===== src/rtl/game_session_ctrl.sv =====
// ============================================================================
// game_session_ctrl
//
// Session controller for a timed quiz game. Runs the round loop
// (level set-up, timer reconfiguration, play, judging, advancing) and keeps
// a per-player save slot in an external RAM through a req/ack handshake.
//
// Optional feature macro: GAME_SESSION_LEVEL_BONUS_EN
//   defined   : advancing a level adds 10*level (pre-increment) to the
//               score, saturating at the top of the score range.
//   undefined : advancing a level leaves the score unchanged.
//
// Ports
//   i_clk            single clock, all state on the rising edge
//   i_rst_n          asynchronous active-low reset
//   i_logged_in      player session active
//   i_player_id      current save slot, sampled when a save/restore starts
//   i_start_btn      start a round / restart after game over (pulse)
//   i_save_btn       save the session (pulse)
//   i_answer_ok      correct answer during play (pulse)
//   i_time_out       round timer expired during play (pulse)
//   i_ram_rdata      slot record {level, count, score}, valid with i_ram_ack
//   i_ram_ack        completes the pending RAM request
//   o_ram_req        RAM request
//   o_ram_we         1 = write, 0 = read
//   o_ram_addr       slot address
//   o_ram_wdata      record written on save
//   o_timer_reconfig one-cycle pulse to reload the round timer
//   o_timer_enable   round timer running
//   o_load_rng       one-cycle pulse to draw a new question
//   o_time_limit     round time for the current level
//   o_level          current level
//   o_score          current score
//   o_meter          thermometer display of the miss count
//   o_game_over      session ended
//   o_game_won       session ended past the last playable level
// ============================================================================
module game_session_ctrl #(
    parameter int NUM_PLAYERS = 4,
    parameter int NUM_LEVELS  = 3,
    parameter int LED_W       = 10,
    parameter int SCORE_W     = 7,
    parameter int BASE_TIME   = 40,
    localparam int PID_W  = $clog2(NUM_PLAYERS),
    localparam int LVL_W  = $clog2(NUM_LEVELS + 2),
    localparam int CNT_W  = $clog2(LED_W + 1),
    localparam int DATA_W = LVL_W + CNT_W + SCORE_W
) (
    input  logic              i_clk,
    input  logic              i_rst_n,
    input  logic              i_logged_in,
    input  logic [PID_W-1:0]  i_player_id,
    input  logic              i_start_btn,
    input  logic              i_save_btn,
    input  logic              i_answer_ok,
    input  logic              i_time_out,
    input  logic [DATA_W-1:0] i_ram_rdata,
    input  logic              i_ram_ack,
    output logic              o_ram_req,
    output logic              o_ram_we,
    output logic [PID_W-1:0]  o_ram_addr,
    output logic [DATA_W-1:0] o_ram_wdata,
    output logic              o_timer_reconfig,
    output logic              o_timer_enable,
    output logic              o_load_rng,
    output logic [6:0]        o_time_limit,
    output logic [LVL_W-1:0]  o_level,
    output logic [SCORE_W-1:0] o_score,
    output logic [LED_W-1:0]  o_meter,
    output logic              o_game_over,
    output logic              o_game_won
);

    localparam logic [SCORE_W-1:0] START_SCORE = SCORE_W'(51);
    localparam logic [SCORE_W-1:0] SCORE_MAX   = '1;
    localparam int                 MIN_TIME    = 5;

    typedef enum logic [3:0] {
        ST_IDLE,
        ST_RESTORE,
        ST_LEVEL_SET,
        ST_RECONFIG,
        ST_READY,
        ST_PLAY,
        ST_JUDGE,
        ST_ADVANCE,
        ST_OVER,
        ST_SAVE
    } state_t;

    state_t              r_state, w_state_nxt;
    logic [LVL_W-1:0]    r_level, w_level_nxt;
    logic [CNT_W-1:0]    r_count, w_count_nxt;
    logic [SCORE_W-1:0]  r_score, w_score_nxt;
    logic [NUM_PLAYERS-1:0] r_valid, w_valid_nxt;
    logic [PID_W-1:0]    r_addr, w_addr_nxt;
    logic [DATA_W-1:0]   r_wdata, w_wdata_nxt;

    logic                w_load_rng;
    logic [LVL_W-1:0]    w_rd_level;
    logic [CNT_W-1:0]    w_rd_count;
    logic [SCORE_W-1:0]  w_rd_score;
    logic                w_rd_level_ok;
    logic [SCORE_W-1:0]  w_score_adv;
    logic [SCORE_W-1:0]  w_score_inc;
    logic [SCORE_W-1:0]  w_score_dec;
    logic [LED_W:0]      w_therm;
    int                  w_time;

    // Starting miss count of a level: 4 at level 1, two more per level,
    // capped one below a full meter so a fresh level never starts lost.
    function automatic logic [CNT_W-1:0] levelCount(input logic [LVL_W-1:0] lvl);
        int c;
        c = 4 + 2 * (int'(lvl) - 1);
        if (c > LED_W - 1) c = LED_W - 1;
        if (c < 0) c = 0;
        return CNT_W'(c);
    endfunction

    assign w_rd_level    = i_ram_rdata[DATA_W-1 -: LVL_W];
    assign w_rd_count    = i_ram_rdata[SCORE_W +: CNT_W];
    assign w_rd_score    = i_ram_rdata[SCORE_W-1:0];
    assign w_rd_level_ok = (w_rd_level >= LVL_W'(1)) && (w_rd_level <= LVL_W'(NUM_LEVELS));

    assign w_score_inc = (r_score != SCORE_MAX)      ? r_score + SCORE_W'(1) : r_score;
    assign w_score_dec = (r_score != SCORE_W'(0))    ? r_score - SCORE_W'(1) : r_score;

`ifdef GAME_SESSION_LEVEL_BONUS_EN
    // Level-clear bonus, computed wide and clamped to the score range.
    int w_bonus_sum;
    always_comb begin
        w_bonus_sum = int'(r_score) + 10 * int'(r_level);
        w_score_adv = (w_bonus_sum > int'(SCORE_MAX)) ? SCORE_MAX : SCORE_W'(w_bonus_sum);
    end
`else
    assign w_score_adv = r_score;
`endif

    // Round time shrinks by 10 per level but never below the floor.
    always_comb begin
        w_time = BASE_TIME - 10 * (int'(r_level) - 1);
        if (w_time < MIN_TIME) w_time = MIN_TIME;
    end

    assign w_therm = ((LED_W+1)'(1) << r_count) - (LED_W+1)'(1);

    always_ff @(posedge i_clk or negedge i_rst_n) begin
        if (!i_rst_n) begin
            r_state <= ST_IDLE;
            r_level <= LVL_W'(1);
            r_count <= '0;
            r_score <= START_SCORE;
            r_valid <= '0;
            r_addr  <= '0;
            r_wdata <= '0;
        end else begin
            r_state <= w_state_nxt;
            r_level <= w_level_nxt;
            r_count <= w_count_nxt;
            r_score <= w_score_nxt;
            r_valid <= w_valid_nxt;
            r_addr  <= w_addr_nxt;
            r_wdata <= w_wdata_nxt;
        end
    end

    always_comb begin
        w_state_nxt = r_state;
        w_level_nxt = r_level;
        w_count_nxt = r_count;
        w_score_nxt = r_score;
        w_valid_nxt = r_valid;
        w_addr_nxt  = r_addr;
        w_wdata_nxt = r_wdata;
        w_load_rng  = 1'b0;

        case (r_state)
            ST_IDLE: begin
                if (i_logged_in) begin
                    if (r_valid[i_player_id]) begin
                        w_addr_nxt  = i_player_id;
                        w_state_nxt = ST_RESTORE;
                    end else begin
                        w_state_nxt = ST_LEVEL_SET;
                    end
                end
            end

            // A record with an unplayable level is treated as a fresh start.
            ST_RESTORE: begin
                if (i_ram_ack) begin
                    if (w_rd_level_ok) begin
                        w_level_nxt = w_rd_level;
                        w_count_nxt = w_rd_count;
                        w_score_nxt = w_rd_score;
                    end else begin
                        w_level_nxt = LVL_W'(1);
                        w_count_nxt = levelCount(LVL_W'(1));
                        w_score_nxt = START_SCORE;
                    end
                    w_valid_nxt[r_addr] = 1'b0;
                    w_state_nxt         = ST_RECONFIG;
                end
            end

            ST_LEVEL_SET: begin
                w_count_nxt = levelCount(r_level);
                if (r_level == LVL_W'(1)) w_score_nxt = START_SCORE;
                w_state_nxt = ST_RECONFIG;
            end

            ST_RECONFIG: begin
                w_state_nxt = ST_READY;
            end

            ST_READY: begin
                if (i_save_btn) begin
                    w_addr_nxt  = i_player_id;
                    w_wdata_nxt = {r_level, r_count, r_score};
                    w_state_nxt = ST_SAVE;
                end else if (i_start_btn) begin
                    w_load_rng  = 1'b1;
                    w_state_nxt = ST_PLAY;
                end
            end

            // A correct answer outranks a simultaneous timeout.
            ST_PLAY: begin
                if (i_answer_ok) begin
                    if (r_count != CNT_W'(0)) w_count_nxt = r_count - CNT_W'(1);
                    w_score_nxt = w_score_inc;
                    w_state_nxt = ST_JUDGE;
                end else if (i_time_out) begin
                    if (r_count < CNT_W'(LED_W)) w_count_nxt = r_count + CNT_W'(1);
                    w_score_nxt = w_score_dec;
                    w_state_nxt = ST_JUDGE;
                end
            end

            ST_JUDGE: begin
                if (r_count == CNT_W'(0))          w_state_nxt = ST_ADVANCE;
                else if (r_count == CNT_W'(LED_W)) w_state_nxt = ST_OVER;
                else                               w_state_nxt = ST_RECONFIG;
            end

            ST_ADVANCE: begin
                w_level_nxt = r_level + LVL_W'(1);
                w_score_nxt = w_score_adv;
                if (r_level == LVL_W'(NUM_LEVELS)) w_state_nxt = ST_OVER;
                else                               w_state_nxt = ST_LEVEL_SET;
            end

            ST_OVER: begin
                if (i_save_btn) begin
                    w_addr_nxt  = i_player_id;
                    w_wdata_nxt = {r_level, r_count, r_score};
                    w_state_nxt = ST_SAVE;
                end else if (i_start_btn) begin
                    w_level_nxt = LVL_W'(1);
                    w_state_nxt = ST_LEVEL_SET;
                end
            end

            ST_SAVE: begin
                if (i_ram_ack) begin
                    w_valid_nxt[r_addr] = 1'b1;
                    w_state_nxt         = ST_IDLE;
                end
            end

            default: w_state_nxt = ST_IDLE;
        endcase

        // Logging out abandons the game, but a RAM transfer in flight is
        // allowed to finish so the handshake is never left half-done.
        if (!i_logged_in && (r_state != ST_SAVE) && (r_state != ST_RESTORE)) begin
            w_state_nxt = ST_IDLE;
            w_load_rng  = 1'b0;
        end
    end

    assign o_ram_req        = (r_state == ST_SAVE) || (r_state == ST_RESTORE);
    assign o_ram_we         = (r_state == ST_SAVE);
    assign o_ram_addr       = r_addr;
    assign o_ram_wdata      = r_wdata;
    assign o_timer_reconfig = (r_state == ST_RECONFIG);
    assign o_timer_enable   = (r_state == ST_PLAY);
    assign o_load_rng       = w_load_rng;
    assign o_time_limit     = 7'(w_time);
    assign o_level          = r_level;
    assign o_score          = r_score;
    assign o_meter          = w_therm[LED_W-1:0];
    assign o_game_over      = (r_state == ST_OVER);
    assign o_game_won       = (r_state == ST_OVER) && (r_level == LVL_W'(NUM_LEVELS + 1));

endmodule


===== config.mk =====
export PLATFORM = sky130hd
export DESIGN_NAME = game_session_ctrl
export DESIGN_NICKNAME = d
export VERILOG_FILES = /design/src/rtl/game_session_ctrl.sv
export SDC_FILE = /design/constraint.sdc
export NUM_CORES = 1
export LEC_CHECK = 0
export ABC_CLOCK_PERIOD_IN_PS = 3800
export CAP_MARGIN = 5
export CORE_UTILIZATION = 25
export CTS_CLUSTER_DIAMETER = 30
export DETAILED_ROUTE_END_ITERATION = 10
export PLACE_DENSITY = 0.43
export SLEW_MARGIN = 20
export SYNTH_ARGS = -nofsm -noshare
export SYNTH_HDL_FRONTEND = slang
export SYNTH_SLANG_ARGS = --single-unit

===== constraint.sdc =====
create_clock -name i_clk -period 3.8 [get_ports i_clk]
set_input_delay 0.38 -clock i_clk [delete_from_list [all_inputs] [get_ports i_clk]]
set_output_delay 0.38 -clock i_clk [all_outputs]
set_load 0.03 [all_outputs]

==> summary.md, run 1 <==
| Metric | Value |
|---|---|
| Outcome | completed |
| Most frequent cells in the layout | 65 x clkdlybuf4s50_1, 33 x dfrtp_1, 30 x o21ai_0 |
| Synthesized flop and latch total | 38 |
| CP bufs+invs | 3 |
| Final min period | 3650 ps |
| Ant. Diodes | 0 |
| Detail Route Antenna Nets | 0 |
| Height of the die | 115 um |
| Overflow after GRT | 0 |
| Top FF cell, synth | dfrtp_1 |
| CP Data Required Time | 3420 ps |
| Avg Inst Size Synth | between 8 and 9 sq um |
| Crit-path leading delay family | adder cells |
| Total chip power | roughly 4700 uW |
| Row cnt | 40 |
| Vias per inst | 4.92 |
| Post-CTS Hold Fix Bufs | 0 |
| GRT Util Overall | 15.1% |
| Maximum number of pins on one net before global-route repair | 39 |
| P&R area growth vs syn | 36.0% |
| Crit path DAT | 3270 ps |
| Leak | roughly 0.0018 uW |
| Root Buffer | clkbuf_16 |
| DRC viols | 0 |
| Setup crit end kind | output port |
| Number of I/O pins | 74 |
| Clk Latency, worst-skew pair | 280 ps |
| Initial antenna violation count | 0 |
| Post-synth EDFFs | 0 |
| Share of cells above drive strength 1 | 17.4% |
| Slowest CP cell | dfstp_2 |
| Power Density | about 1100 nW/um^2 |
| WL final | between 9 and 10 mm |
| TritonCTS clock tree | done |
| Clk_skew | 8.84 ps |
| DRT iter0 DRCs | 153 |
| Hpwl dp | between 7 and 8 mm |
| Slew headroom | 39.1% |
| # port buffers | 73 |
| Syn Inst Count | 363 |
| Detailed Routing Iterations Pass 1 | 4 |
| Final Hold Viols | 0 |
| Cells along the critical path | clkinvlp_4 > ha_2 > xor2_2 > ha_1 > a21oi_1 > fa_2 > nand2_1 > nor3_1 > a31oi_2 > a31oi_4 > buf_4 > nor3b_4 > buf_6 |
| H-tree levels | 2 |
| Cell area after synthesis | 3180 sq um |
| Mapped Nets | 411 |
| Critical path class | reg -> out |
| Critical Path Source Type | register |
| Number of global-route vias before repair | around 3,000 |
| Num CTS Buffers | 5 |
| Nets | 485 |
| Sequential fraction of the synthesis area | between 30% and 40% |
| Setup violators final | 0 |
| Die X | between 100 and 150 um |
| Max Cap Viol | 0 |
| GP Congestion | 0.769 |
| Clock slew at reported path FFs | about 60 ps |
| CTS Sinks | 38 |
| Fmax | 0.274 GHz |
| Vias post-DR | around 3,000 |
| Most common cell after layout, fill and taps aside | clkdlybuf4s50_1 |
| Hold Path Class | in -> async |
| CP Max Fanout | 7 |
| Final period util | 96.0% |
| Initial Util | between 20% and 30% |
| Distinct cells, synth | 63 |
| Synth warnings | 0 |
| Share of synthesized registers carrying an async set or reset | 100% |
| Final std cells w/o fill | 605 |
| Crit path largest cell delay | 550 ps |
| Slew Viols, Final | 0 |
| Die ar. | 13,200 sq um |
| DP Cell Count | 590 |
| Core area | 12,200 sq um |
| First-pass GRT wire length | 15.5 mm |
| VDD IR max | around 1000 uV |
| Worst-margin pin slew | 913 ps |
| DR WL/cell | around 16 um |
| Clock Tree Buf Depth | 2 |
-- metrics by stage --
step / hold slack, ps / cell area [sq um] / utilization, % / TNS [ps] / setup slack (ps)
after floorplan: 84.4 / 3230 / - / 0 / 14.0
after global placement: 470 / 4100 / 33.6 / 0 / 338
after detailed placement: 473 / 4100 / 33.6 / 0 / 239
after CTS: 269 / 4260 / 34.9 / 0 / 61.3
after global routing: 317 / 4320 / 35.4 / -36.3 / -19.4
final: 229 / 4320 / 35.4 / 0 / 150
-- area by class of cell --
| cell class | count | area, sq um |
|---|---|---|
| multi-input combinational | 284 | 2100 |
| tap | 168 | 210 |
| sequential | 38 | 957 |
| clock buffer | 7 | 143 |
| inverter | 19 | 75.1 |
| timing repair buffer | 89 | 832 |
| fill | 1315 | 7890 |
-- cell usage after synthesis (3+ instances only) --
cell type / instances / share of area [%]
dfrtp_1: 33 / 26
o21ai_0: 30 / 4.7
nand2_1: 27 / 3.2
nor2_1: 25 / 3.0
ha_1: 21 / 8.3
a21oi_1: 20 / 3.2
inv_1: 18 / 2.1
clkbuf_1: 14 / 1.7
nor3_1: 14 / 2.2
mux2_2: 13 / 4.6
mux2i_1: 12 / 3.8
nand2b_1: 9 / 1.8
a211oi_1: 7 / 1.7
buf_2: 6 / 0.95
nand3b_1: 6 / 1.4
a31oi_1: 5 / 0.98
dfstp_2: 5 / 4.1
nand3_1: 5 / 0.79
o31ai_1: 5 / 1.2
xnor2_1: 5 / 1.4
xor2_1: 5 / 1.4
o21ai_1: 4 / 0.63
o21bai_1: 4 / 0.95
o22ai_1: 4 / 0.79
or2_2: 4 / 0.79
or3_1: 4 / 0.79
a221oi_1: 3 / 0.83
and3_1: 3 / 0.59
fa_1: 3 / 1.9
nand4_1: 3 / 0.59
nor2b_1: 3 / 0.59
nor3_2: 3 / 0.95
nor4_1: 3 / 0.59
-- worst register-to-register path, cell delays in order, from the launching register on --
cell        delay (ps)
dfstp_2            550
clkinvlp_4         120
ha_2               210
xor2_2             180
buf_4              170
ha_1               180
nor2b_1            150
and3_1             180
o21ai_0            170
ha_1               280
or4b_1             510
o31ai_1             90
a21oi_1             70
mux2i_1            130
-- kinds of logic (layout without fill, tap and decap cells) --
group | count (synthesis) | after routing | synth area share (%)
adders and majority gates | 24 | 24 | 10.2
and+or+nand+nor | 126 | 126 | 22.9
AOI/OAI and AO/OA | 97 | 97 | 18.9
muxes | 27 | 27 | 9.57
DFF | 38 | 38 | 30.1
buffers and inverters | 41 | 115 | 5.55
xor gates and xnor gates | 10 | 10 | 2.76
-- path summary, 6_finish.rpt --
| check | start | to | slack (ps) | depth (start not counted) |
|---|---|---|---|---|
| worst min-delay path | i_rst_n | o_ram_addr[1]$_DFFE_PN0P_ | 230 | 1 |
| worst max register to register | o_level[0]$_DFFE_PN1P_ | r_count[2]$_DFFE_PN0P_ | 750 | 13 |
| min in group i_clk | o_ram_wdata[0]$_DFFE_PN0P_ | o_ram_wdata[0]$_DFFE_PN0P_ | 480 | 2 |
| worst min register to register | o_ram_wdata[0]$_DFFE_PN0P_ | o_ram_wdata[0]$_DFFE_PN0P_ | 480 | 2 |
| max in group asynchronous | i_rst_n | o_ram_wdata[3]$_DFFE_PN0P_ | 3000 | 1 |
| worst max-delay path | o_level[0]$_DFFE_PN1P_ | o_time_limit[3] | 150 | 13 |
-- report_power, final --
part	total, uW	internal, uW	switching, uW
Clock	421	258	163
Sequential	868	592	276
Combinational	3440	1510	1940
-- what timing repair did --
| item | 4_1_cts | 5_1_grt |
|---|---|---|
| gates resized for setup | 2 | 4 |
| setup buffers | 1 | 7 |
| endpoints found under the setup margin | 3 | 5 |
| pin swaps | 1 | 2 |
-- layer usage --
metal  up-vias  routed length, um  global-route usage [%]
met5         -                  0                       0
met4         0                109                    4.07
met3         9                481                    3.18
met2        70               4490                    24.6
met1      1432               4340                    20.1
li1       1463                  -                       -
No activity file was read; power rests on OpenSTA's default activity.
==> inputs of run 2 (changes only) <==
CELL_PAD_IN_SITES_DETAIL_PLACEMENT = 1   (was default)
CELL_PAD_IN_SITES_GLOBAL_PLACEMENT = 2   (was default)
PLACE_DENSITY = 0.66   (was 0.43)
==> run 2 against run 1 <==
  * Power up 1.6%
  * Via count down 1.8%
  * Largest cell class unchanged
  * Sequential power about the same
  * Combinational power down 2%
  * Worst hold slack better by 15 ps
  * Die area unchanged
  * Routed wire length up 7.3%
  * Clock skew down 1.5 ps
  * Critical path depth down 2
  * Clock power up 34%
  * Fmax up 1.3%
==> summary.md, run 2 (synthesized netlist as in run 1, its figures left out) <==
| Metric | Value |
|---|---|
| DRC viols | 0 (unchanged) |
| # port buffers | 73 (unchanged) |
| Leak | 0.00180 uW (was 0.00179 uW) |
| Sw Ratio | 50.6% (was 50.2%) |
| P_sw | 2430 uW (was 2370 uW) |
| R2r worst-path depth | 13 (unchanged) |
| Crit path largest cell delay | 530 ps (was 550 ps) |
| Hpwl dp | 7.59 mm (was 7.05 mm) |
| Number of I/O pins | 74 (unchanged) |
| Slew headroom | 36.9% (was 39.1%) |
| Die X | 115 um (unchanged) |
| Slowest CP cell | dfstp_2 (unchanged) |
| Clock Tree Buf Depth | 2 (unchanged) |
| Detailed Routing Iterations Pass 1 | 6 (was 4) |
| Setup crit end kind | output port (unchanged) |
| DRT iter0 DRCs | 92 (was 153) |
| GRT Util Overall | 16.2% (was 15.1%) |
| CP Data Required Time | 3420 ps (about the same) |
| CP Max Fanout | 7 (unchanged) |
| Row cnt | 40 (unchanged) |
| Worst-margin pin slew | 946 ps (was 913 ps) |
| Hold Path Class | in -> async (unchanged) |
| Worst r2r src | o_level[0]$_DFFE_PN1P_ (unchanged) |
| Post-CTS Hold Fix Bufs | 0 (unchanged) |
| Root Buffer | clkbuf_16 (unchanged) |
| Share of power burned in registers | 18.0% (was 18.3%) |
| Final min period | 3600 ps (was 3650 ps) |
| Vias per inst | 4.86 (was 4.92) |
| Die ar. | 13,200 sq um (unchanged) |
| Number of global-route vias before repair | 3,139 (was 2,996) |
| Ant. Diodes | 0 (unchanged) |
| Initial Util | 26.0% (unchanged) |
| Setup violators final | 0 (unchanged) |
| Comb pwr share | 70.3% (was 72.8%) |
| Nets | 480 (was 485) |
| Filler instances | 1,445 (was 1,315) |
| Overflow after GRT | 0 (unchanged) |
| Num CTS Buffers | 5 (unchanged) |
| P&R area growth vs syn | 36.8% (was 36.0%) |
| Share of cells above drive strength 1 | 16.9% (was 17.4%) |
| GP Congestion | 0.763 (was 0.769) |
| Outcome | completed (unchanged) |
| DR WL/cell | 16.8 um (was 15.6 um) |
| Core area | 12,200 sq um (unchanged) |
| Clk Latency, worst-skew pair | 280 ps (about the same) |
| WL final | 10.1 mm (was 9.42 mm) |
| Clk_skew | 7.31 ps (was 8.84 ps) |
| Internal power | 2380 uW (was 2360 uW) |
| Final period util | 94.8% (was 96.0%) |
| TritonCTS clock tree | done (unchanged) |
| H-tree levels | 2 (unchanged) |
| Slew Viols, Final | 0 (unchanged) |
| Vias post-DR | 2,919 (was 2,974) |
| FF-to-FF End | r_count[2]$_DFFE_PN0P_ (unchanged) |
| Detail Route Antenna Nets | 0 (unchanged) |
| Clock Power Share | 11.7% (was 8.9%) |
| Maximum number of pins on one net before global-route repair | 39 (unchanged) |
| Placed cell areas | 4110 sq um (was 4100 sq um) |
| Critical path class | reg -> out (unchanged) |
| Initial antenna violation count | 0 (unchanged) |
| Clock slew at reported path FFs | 70 ps (was 60 ps) |
| Register-to-register setup slack | 690 ps (was 750 ps) |
| Power Density | 1110 nW/um^2 (was 1090 nW/um^2) |
| Fmax | 0.278 GHz (was 0.274 GHz) |
| CTS Sinks | 38 (unchanged) |
| Crit path DAT | 3220 ps (was 3270 ps) |
| Critical Path Source Type | register (unchanged) |
| VDD IR max | 512 uV (was 1040 uV) |
| Cells along the critical path | inv_1 > ha_1 > xor2_2 > ha_1 > a21oi_2 > fa_2 > nor2_1 > a31oi_4 > a31oi_4 > nand3b_1 > buf_4 (was clkinvlp_4 > ha_2 > xor2_2 > ha_1 > a21oi_1 > fa_2 > nand2_1 > nor3_1 > a31oi_2 > a31oi_4 > buf_4 > nor3b_4 > buf_6) |
| Height of the die | 115 um (unchanged) |
| Most common cell after layout, fill and taps aside | clkdlybuf4s50_1 (unchanged) |
| Final Cell Area | 4350 sq um (was 4320 sq um) |
| Setup TNS Final | 0 ps (unchanged) |
| Max Cap Viol | 0 (unchanged) |
| Final Hold Viols | 0 (unchanged) |
| RSZ-0062 raised after global routing | false |
| Most frequent cells in the layout | 65 x clkdlybuf4s50_1, 33 x dfrtp_1, 30 x o21ai_0 (unchanged) |
| First-pass GRT wire length | 16.8 mm (was 15.5 mm) |
-- run 2: changes by cell type in the layout (fill, tap and decap cells not counted), sizes merged --
cell / previous run / this run
buf: 24 / 19
bufinv: 0 / 2
clkbuf: 7 / 5
clkinv: 0 / 1
clkinvlp: 1 / 0
inv: 18 / 19
-- run 2: area by class of cell --
class | count | area (sq um) | share of cell area, %
sequential | 38 | 957 | 22.0
clock buffer | 5 | 125 | 2.88
timing repair buffer | 84 | 791 | 18.2
multi-input combinational | 284 | 2120 | 48.8
inverter | 19 | 71.3 | 1.64
tap | 168 | 210 | 4.84
clock inverter | 3 | 68.8 | 1.58
-- run 2: stage by stage --
stage / total power [uW] / cells / utilization [%] / hold slack [ps] / setup WS [ps]
final: 4800 / 601 / 35.6 / 244 / 198
after global routing: 5200 / 601 / 35.6 / 317 / 10.6
after CTS: 4800 / 600 / 35.3 / 281 / 11.1
after detailed placement: 4190 / 591 / 33.6 / 479 / 191
after global placement: 4140 / 591 / 33.6 / 465 / 331
after floorplan: 3100 / 363 / - / 84.4 / 14.0
-- run 2: routing by layer --
metal	track usage, %	part of all wire [%]
met5	0	0
met1	22.4	50
met4	2.86	0.71
met2	27.3	47
met3	2.17	2.2
-- run 2: critical path, delay by kind of cell, from the launching register on --
kind / cells / cell delay [ps]
buf+inv: 2 / 280
fa+ha+maj: 3 / 950
xor+xnor: 1 / 180
flops: 1 / 530
compound gates: 3 / 620
simple gates: 2 / 360
-- run 2: worst max path at each step --
stage | start | to | slack (ps) | depth (start not counted)
floorplan | o_level[0]$_DFFE_PN1P_ | o_time_limit[2] | 10 | 12
global placement | o_level[0]$_DFFE_PN1P_ | o_time_limit[3] | 330 | 11
detailed placement | o_level[0]$_DFFE_PN1P_ | o_time_limit[3] | 190 | 11
CTS | o_level[0]$_DFFE_PN1P_ | o_time_limit[2] | 10 | 11
global route | o_level[0]$_DFFE_PN1P_ | o_time_limit[2] | 10 | 11
finish | o_level[0]$_DFFE_PN1P_ | o_time_limit[2] | 200 | 11
-- run 2: what timing repair did --
item                                   4_1_cts  5_1_grt
setup endpoints to repair                    5        7
setup buffers                                1        1
endpoints found under the hold margin        0        0
resized for setup                            2        5
pin swaps                                    1        2
-- run 2: power by group through the flow --
stage                     clock network [uW]  registers, uW  logic (uW)
after floorplan                            0            974        2120
after global placement                     0            866        3270
after detailed placement                   0            877        3310
after CTS                                578            870        3350
after global routing                     588            910        3700
final                                    563            866        3370
==> inputs of run 3 (changes only) <==
MAX_ROUTING_LAYER = met4   (was default)
==> run 3 against run 2 <==
  * Combinational power hardly changed
  * Sequential power hardly changed
  * Sequential cell count stayed put
  * Fmax hardly changed
  * Critical path type unchanged
  * Critical endpoint unchanged
  * Highest routed layer unchanged
==> summary.md, run 3 (synthesized netlist as in run 1, its figures left out) <==
| Metric | Value |
|---|---|
| Outcome | completed (unchanged) |
| Hpwl dp | 7.59 mm (unchanged) |
| Met2 Use GR | 27.3% (unchanged) |
| First-pass GRT wire length | 16.8 mm (about the same) |
| Ant. Diodes | 0 (unchanged) |
| DRC viols | 0 (unchanged) |
| RSZ-0062 raised after global routing | false (unchanged) |
| Number of global-route vias before repair | 3,133 (was 3,139) |
| Share of cells above drive strength 1 | 16.9% (unchanged) |
| Row cnt | 40 (unchanged) |
| VDD IR max | 512 uV (unchanged) |
| Cells along the critical path | inv_1 > ha_1 > xor2_2 > ha_1 > a21oi_2 > fa_2 > nor2_1 > a31oi_4 > a31oi_4 > nand3b_1 > buf_4 (unchanged) |
| Crit path DAT | 3220 ps (about the same) |
| P&R area growth vs syn | 36.8% (unchanged) |
| CP Max Fanout | 7 (unchanged) |
| Most Used Layer, Global Route | met2 (unchanged) |
| Leak | 0.00180 uW (unchanged) |
| Final Cell Area | 4350 sq um (unchanged) |
| DP Cell Count | 591 (unchanged) |
| Fmax | 0.278 GHz (about the same) |
| Maximum number of pins on one net before global-route repair | 39 (unchanged) |
| Initial antenna violation count | 0 (unchanged) |
| Nets | 480 (unchanged) |
| Number of I/O pins | 74 (unchanged) |
| DR WL/cell | 16.8 um (about the same) |
| Crit path largest cell delay | 530 ps (about the same) |
| Power Density | 1110 nW/um^2 (about the same) |
| Most frequent cells in the layout | 65 x clkdlybuf4s50_1, 33 x dfrtp_1, 30 x o21ai_0 (unchanged) |
| GP Congestion | 0.773 (was 0.763) |
| Worst hold slack | 245 ps (was 244 ps) |
| Final min period | 3600 ps (about the same) |
| CTS Sinks | 38 (unchanged) |
| TritonCTS clock tree | done (unchanged) |
| Die ar. | 13,200 sq um (unchanged) |
| Height of the die | 115 um (unchanged) |
| # port buffers | 73 (unchanged) |
| Die X | 115 um (unchanged) |
| Setup crit end kind | output port (unchanged) |
| Vias per inst | 4.85 (was 4.86) |
| Vias post-DR | 2,912 (was 2,919) |
| Max Cap Viol | 0 (unchanged) |
| Worst-margin pin slew | 950 ps (was 946 ps) |
| Slew Viols, Final | 0 (unchanged) |
| CP bufs+invs | 2 (unchanged) |
| Clk_skew | 7.35 ps (was 7.31 ps) |
| Clk Latency, worst-skew pair | 280 ps (about the same) |
| Met3 Use GR | 2.17% (unchanged) |
| Crit-path leading delay family | adder cells (unchanged) |
| Final period util | 94.8% (about the same) |
| H-tree levels | 2 (unchanged) |
| Post-CTS Hold Fix Bufs | 0 (unchanged) |
| Clock Tree Buf Depth | 2 (unchanged) |
| GRT Util Overall | 16.8% (was 16.2%) |
| WL final | 10.1 mm (about the same) |
| CP Data Required Time | 3420 ps (about the same) |
| Slowest CP cell | dfstp_2 (unchanged) |
| Total chip power | 4800 uW (about the same) |
| Core area | 12,200 sq um (unchanged) |
| Met1 global-route usage | 22.5% (was 22.4%) |
| Clock slew at reported path FFs | 70 ps (about the same) |
| Placed cell areas | 4110 sq um (unchanged) |
| Root Buffer | clkbuf_16 (unchanged) |
| Final Hold Viols | 0 (unchanged) |
| Slew headroom | 36.7% (was 36.9%) |
| Overflow after GRT | 0 (unchanged) |
| DRT iter0 DRCs | 88 (was 92) |
| Initial Util | 26.0% (unchanged) |
| Filler instances | 1,445 (unchanged) |
| Num CTS Buffers | 5 (unchanged) |
| Detail Route Antenna Nets | 0 (unchanged) |
| Detailed Routing Iterations Pass 1 | 5 (was 6) |
| Critical Path Source Type | register (unchanged) |
| Setup TNS Final | 0 ps (unchanged) |
| Setup violators final | 0 (unchanged) |
| Most common cell after layout, fill and taps aside | clkdlybuf4s50_1 (unchanged) |
| Hold Path Class | in -> async (unchanged) |
| Critical path class | reg -> out (unchanged) |
| Final std cells w/o fill | 601 (unchanged) |
## run 3: cell counts in the layout (fill, tap and decap cells not counted)
No cell type changed its count.
## run 3: power breakdown
part / internal [uW] / leakage (uW) / total, uW / switching (uW)
clock: 378 / 0.0000940 / 563 / 185
sequential: 591 / 0.000479 / 866 / 275
combinational: 1410 / 0.00123 / 3380 / 1970
total: 2380 / 0.00180 / 4800 / 2430
## run 3: metal layers
layer	routed length, um	share of wire (%)
met1	5040	50
met2	4790	47
met3	216	2.1
met4	76	0.75
met5	0	0
## run 3: cell type report
cell class	count	area, sq um	area share (%)
Multi-Input combinational cell	284	2120	48.8
Sequential cell	38	957	22.0
Timing Repair Buffer	84	791	18.2
Tap cell	168	210	4.84
Clock buffer	5	125	2.88
Inverter	19	71.3	1.64
Clock inverter	3	68.8	1.58
## run 3: worst paths after layout
check                                         endpoint  slack (ps)  depth (start not counted)                   startpoint
min                          o_ram_addr[1]$_DFFE_PN0P_         240                          1                      i_rst_n
max reg2reg                     r_count[2]$_DFFE_PN0P_         690                         13       o_level[0]$_DFFE_PN1P_
min in group i_clk         o_ram_wdata[11]$_DFFE_PN0P_         490                          2  o_ram_wdata[11]$_DFFE_PN0P_
min reg2reg                o_ram_wdata[11]$_DFFE_PN0P_         490                          2  o_ram_wdata[11]$_DFFE_PN0P_
max in group asynchronous       r_count[2]$_DFFE_PN0P_        2960                          1                      i_rst_n
max                                    o_time_limit[2]         200                         11       o_level[0]$_DFFE_PN1P_
## run 3: metrics by stage
step	util, %	setup slack (ps)
4_1_cts	35.3	11.1
2_1_floorplan	-	14.0
6_report	35.6	197
3_3_place_gp	33.6	331
3_5_place_dp	33.6	191
5_1_grt	35.6	10.6
## run 3: timing repair
item,CTS,global route
gates cloned,0,0
resized for setup,2,5
endpoints found under the setup margin,5,7
pin swaps,1,2
setup buffers,1,1
==> variant 1, RTL diff (settings of run 1) <==
Set the parameter `SCORE_W` to 9 (it was 7).
--- a/src/rtl/game_session_ctrl.sv
+++ b/src/rtl/game_session_ctrl.sv
@@ -39,7 +39,7 @@
     parameter int NUM_PLAYERS = 4,
     parameter int NUM_LEVELS  = 3,
     parameter int LED_W       = 10,
-    parameter int SCORE_W     = 7,
+    parameter int SCORE_W     = 9,
     parameter int BASE_TIME   = 40,
     localparam int PID_W  = $clog2(NUM_PLAYERS),
     localparam int LVL_W  = $clog2(NUM_LEVELS + 2),
Interface: changed (resized i_ram_rdata, o_ram_wdata and o_score); port bits go from 74 to 80. The function was not compared with the original's and may differ.
==> variant 1 against run 1 <==
  * Worst setup slack worse by 0.10 ns
  * Cell count is 6.9% higher
  * Design area is 8.8% higher
  * Critical path type unchanged
  * Worst hold slack better by 0.26 ns
  * Largest cell class unchanged
  * Sequential cell count is 4 higher
  * Highest routed layer unchanged
  * Synthesized area is 3.9% higher
  * Wire length is 9.5% higher
Power is not shown: default switching activity piles up to over one toggle a cycle in this logic, so the estimate is an artifact.
==> variant 1: results (changes against run 1) <==
[finish]
drive_above_1_share_pct=18.1  ; was 17.4%
regArea_um2=1060  ; was 957 um2
nNetsFinal=527  ; was 485

[clocking]
postCtsHoldBufs=1  ; was 0
cts_resized=15  ; was 2
cts_setup_buffers=3  ; was 1

[place]
dp_hpwl_mm=7.52  ; was 7.05 mm
gp_congestion=0.791  ; was 0.769
dpl_cell_area_um2=4360  ; was 4100 um2
portBuffers=79  ; was 73

[setup_path]
crit_end=o_time_limit[2]  ; was o_time_limit[3]
cp.arrival_ns=3.37  ; was 3.27 ns
rr_endpoint=o_score[8]  ; was r_count[2]

[synth]
ys_seq_area_share_pct=32.0  ; was 30.1%
synth_common_cells=dfrtp_1, o21ai_0, nand2_1  ; unchanged
yosys-top-cells-area=dfrtp_1, ha_1, o21ai_0  ; unchanged
syn-mean-instance-area_um2=8.55  ; was 8.75 um2

[hold_path]
min_path_type=reg2reg  ; was in2async

[outcome]
status=finished, final reports clean  ; unchanged

[timing]
max-slew-margin-rel_pct=58.7  ; was 39.1%

[global_route]
grt_max_degree=34  ; was 39
grt_pass1_wl_mm=16.5  ; was 15.5 mm
grt_pass1_vias=3110  ; was 2996

[drt]
routed_wl_mm=10.3  ; was 9.42 mm
via_per_inst=4.97  ; was 4.92
drt_iter0_drc=178  ; was 153

==> variant 1: stage by stage <==
step | TNS (ns) | hold WS, ns | setup WS, ns
6_report | 0 | 0.485 | 0.0493
5_1_grt | -0.275 | 0.521 | -0.0708
4_1_cts | 0 | 0.491 | 0.0116
3_5_place_dp | -0.0159 | 0.274 | -0.0159
3_3_place_gp | 0 | 0.276 | 0.0562
2_1_floorplan | 0 | 0.0844 | 0.0491
==> variant 1: area by class of cell <==
| type | count | area share [%] |
|---|---|---|
| clock buffer | 7 | 2.82 |
| tap | 172 | 4.58 |
| timing repair buffer | 104 | 21.2 |
| inverter | 22 | 1.81 |
| multi-input combinational | 299 | 46.4 |
| sequential | 42 | 22.6 |
| clock inverter | 1 | 0.639 |
==> variant 1: critical path: stages (launching register included) <==
cell and delay, ns:
dfstp_4 0.63, inv_4 0.04, ha_4 0.15, xor2_2 0.14, ha_2 0.19, a21oi_4 0.16
fa_2 0.49, buf_4 0.18, nor2_4 0.16, o22a_1 0.23, o22ai_4 0.09, buf_6 0.13
or3_4 0.34, buf_12 0.15
==> variant 1: routing by layer <==
metal | vias to the layer above | wire length, um | track usage (%)
met4 | 0 | 74 | 3.29
li1 | 1579 | - | -
met2 | 86 | 4840 | 25.5
met1 | 1542 | 4940 | 21.9
met3 | 7 | 459 | 2.52
met5 | - | 0 | 0
==> variant 1: kinds of logic after synthesis <==
logic type                 count (synthesis)  synth area share (%)
AOI/OAI and AO/OA                        114                  21.6
xor gates and xnor gates                  14                  3.72
adders and majority gates                 27                  11.1
buffers and inverters                     45                  5.50
DFF                                       42                  32.0
muxes                                     20                  6.97
and+or+nand+nor                          124                  19.0
==> variant 2, RTL diff (config.mk and constraints of run 1) <==
Made on the original files. Register the inputs `i_start_btn` and `i_save_btn` before use, without a reset. The logic sees them one clock later. The other inputs are not delayed to match.
--- a/src/rtl/game_session_ctrl.sv
+++ b/src/rtl/game_session_ctrl.sv
@@ -88,6 +88,14 @@
         ST_SAVE
     } state_t;
 
+    logic i_start_btn_q;
+    logic i_save_btn_q;
+
+    always_ff @(posedge i_clk) begin
+        i_start_btn_q <= i_start_btn;
+        i_save_btn_q  <= i_save_btn;
+    end
+
     state_t              r_state, w_state_nxt;
     logic [LVL_W-1:0]    r_level, w_level_nxt;
     logic [CNT_W-1:0]    r_count, w_count_nxt;
@@ -214,11 +222,11 @@
             end
 
             ST_READY: begin
-                if (i_save_btn) begin
+                if (i_save_btn_q) begin
                     w_addr_nxt  = i_player_id;
                     w_wdata_nxt = {r_level, r_count, r_score};
                     w_state_nxt = ST_SAVE;
-                end else if (i_start_btn) begin
+                end else if (i_start_btn_q) begin
                     w_load_rng  = 1'b1;
                     w_state_nxt = ST_PLAY;
                 end
@@ -251,11 +259,11 @@
             end
 
             ST_OVER: begin
-                if (i_save_btn) begin
+                if (i_save_btn_q) begin
                     w_addr_nxt  = i_player_id;
                     w_wdata_nxt = {r_level, r_count, r_score};
                     w_state_nxt = ST_SAVE;
-                end else if (i_start_btn) begin
+                end else if (i_start_btn_q) begin
                     w_level_nxt = LVL_W'(1);
                     w_state_nxt = ST_LEVEL_SET;
                 end
Formal check against the unedited RTL: not equivalent (a bounded check fails within 4 cycles, from zero or initial values and one cycle with i_rst_n low).
==> variant 2 against run 1 <==
  * Wire length decreased by 2.4%
  * First-iteration DRC count increased by 23%
  * Sequential share of layout area increased by 1.4 points
  * Design area decreased by 2.0%
  * Synthesized area decreased by 0.98%
  * Sequential cell count increased by 2
  * Non-clock buffer count decreased by 1
  * Power decreased by 13%
  * Synthesized cell count decreased by 3.0%
  * Worst setup slack got worse by 0.029 ns
==> variant 2: results (changes against run 1) <==
[outcome]
status=finished, final reports clean  ; unchanged

[timing]
fin_worst_skew_ns=0.00466  ; was 0.00884 ns

[place]
gp_congestion=0.776  ; was 0.769
dp_hpwl_mm=6.86  ; was 7.05 mm
dpl_cell_area_um2=4100  ; about the same

[synth]
syn_nets=400  ; was 411
synth-adder-area-share_pct=10.3  ; was 10.2%
synth_compound_area_share_pct=21.7  ; was 18.9%
syn-mean-instance-area_um2=8.94  ; was 8.75 um2
synth_mux_area_share_pct=8.99  ; was 9.57%

[drt]
wl_met1_mm=4.53  ; was 4.34 mm
routed_wl_mm=9.19  ; was 9.42 mm
wl_met3_um=351  ; was 481 um

[finish]
bufAreaShareNonClock_pct=19.2  ; was 19.3%
nNonClkBuffers=88  ; was 89
final_core_util_pct=34.8  ; was 35.4%
nMultiInputCombCells=276  ; was 284
drive_above_1_share_pct=16.3  ; was 17.4%

[global_route]
gr-usage-met2_pct=23.9  ; was 24.6%
track_usage_pct=14.7  ; was 15.1%
grt_pass1_wl_mm=15.1  ; was 15.5 mm
use_met3_pct=1.91  ; was 3.18%

[setup_path]
path_max_fanout=5  ; was 7
cp.arrival_ns=3.30  ; was 3.27 ns

[power_and_ir_drop]
power_density_nw_per_um2=976  ; was 1090 nW/um2
p_leak_nw=1.79  ; about the same
clock_power_w=0.000417  ; was 0.000421 W
powerSeq_w=0.000786  ; was 0.000868 W

[variant 2: cell types whose count changed in the layout (fill, tap and decap cells not counted), moves of 4 or more]
cell / delta
a211oi_1: -4
nand3b_1: -6
mux2i_1: -4
o21ai_0: -6
nor2_1: -5
[variant 2: worst paths after layout]
| check | slack (ns) | endpoint | depth (start not counted) | startpoint |
|---|---|---|---|---|
| hold reg to reg | 0.48 | o_ram_wdata[0] | 2 | o_ram_wdata[0] |
| setup reg to reg | 0.94 | r_count[2] | 12 | o_level[0] |
| hold / removal | 0.24 | o_ram_addr[1] | 1 | i_rst_n |
| setup / recovery | 0.12 | o_time_limit[3] | 11 | o_level[0] |
| max in group asynchronous | 2.98 | o_score[3] | 1 | i_rst_n |
| min in group i_clk | 0.48 | o_ram_wdata[0] | 2 | o_ram_wdata[0] |
[variant 2: timing repair]
action                     4_1_cts  5_1_grt
resized for setup                4        8
setup endpoints to repair        3        4
buffers inserted                 0        0
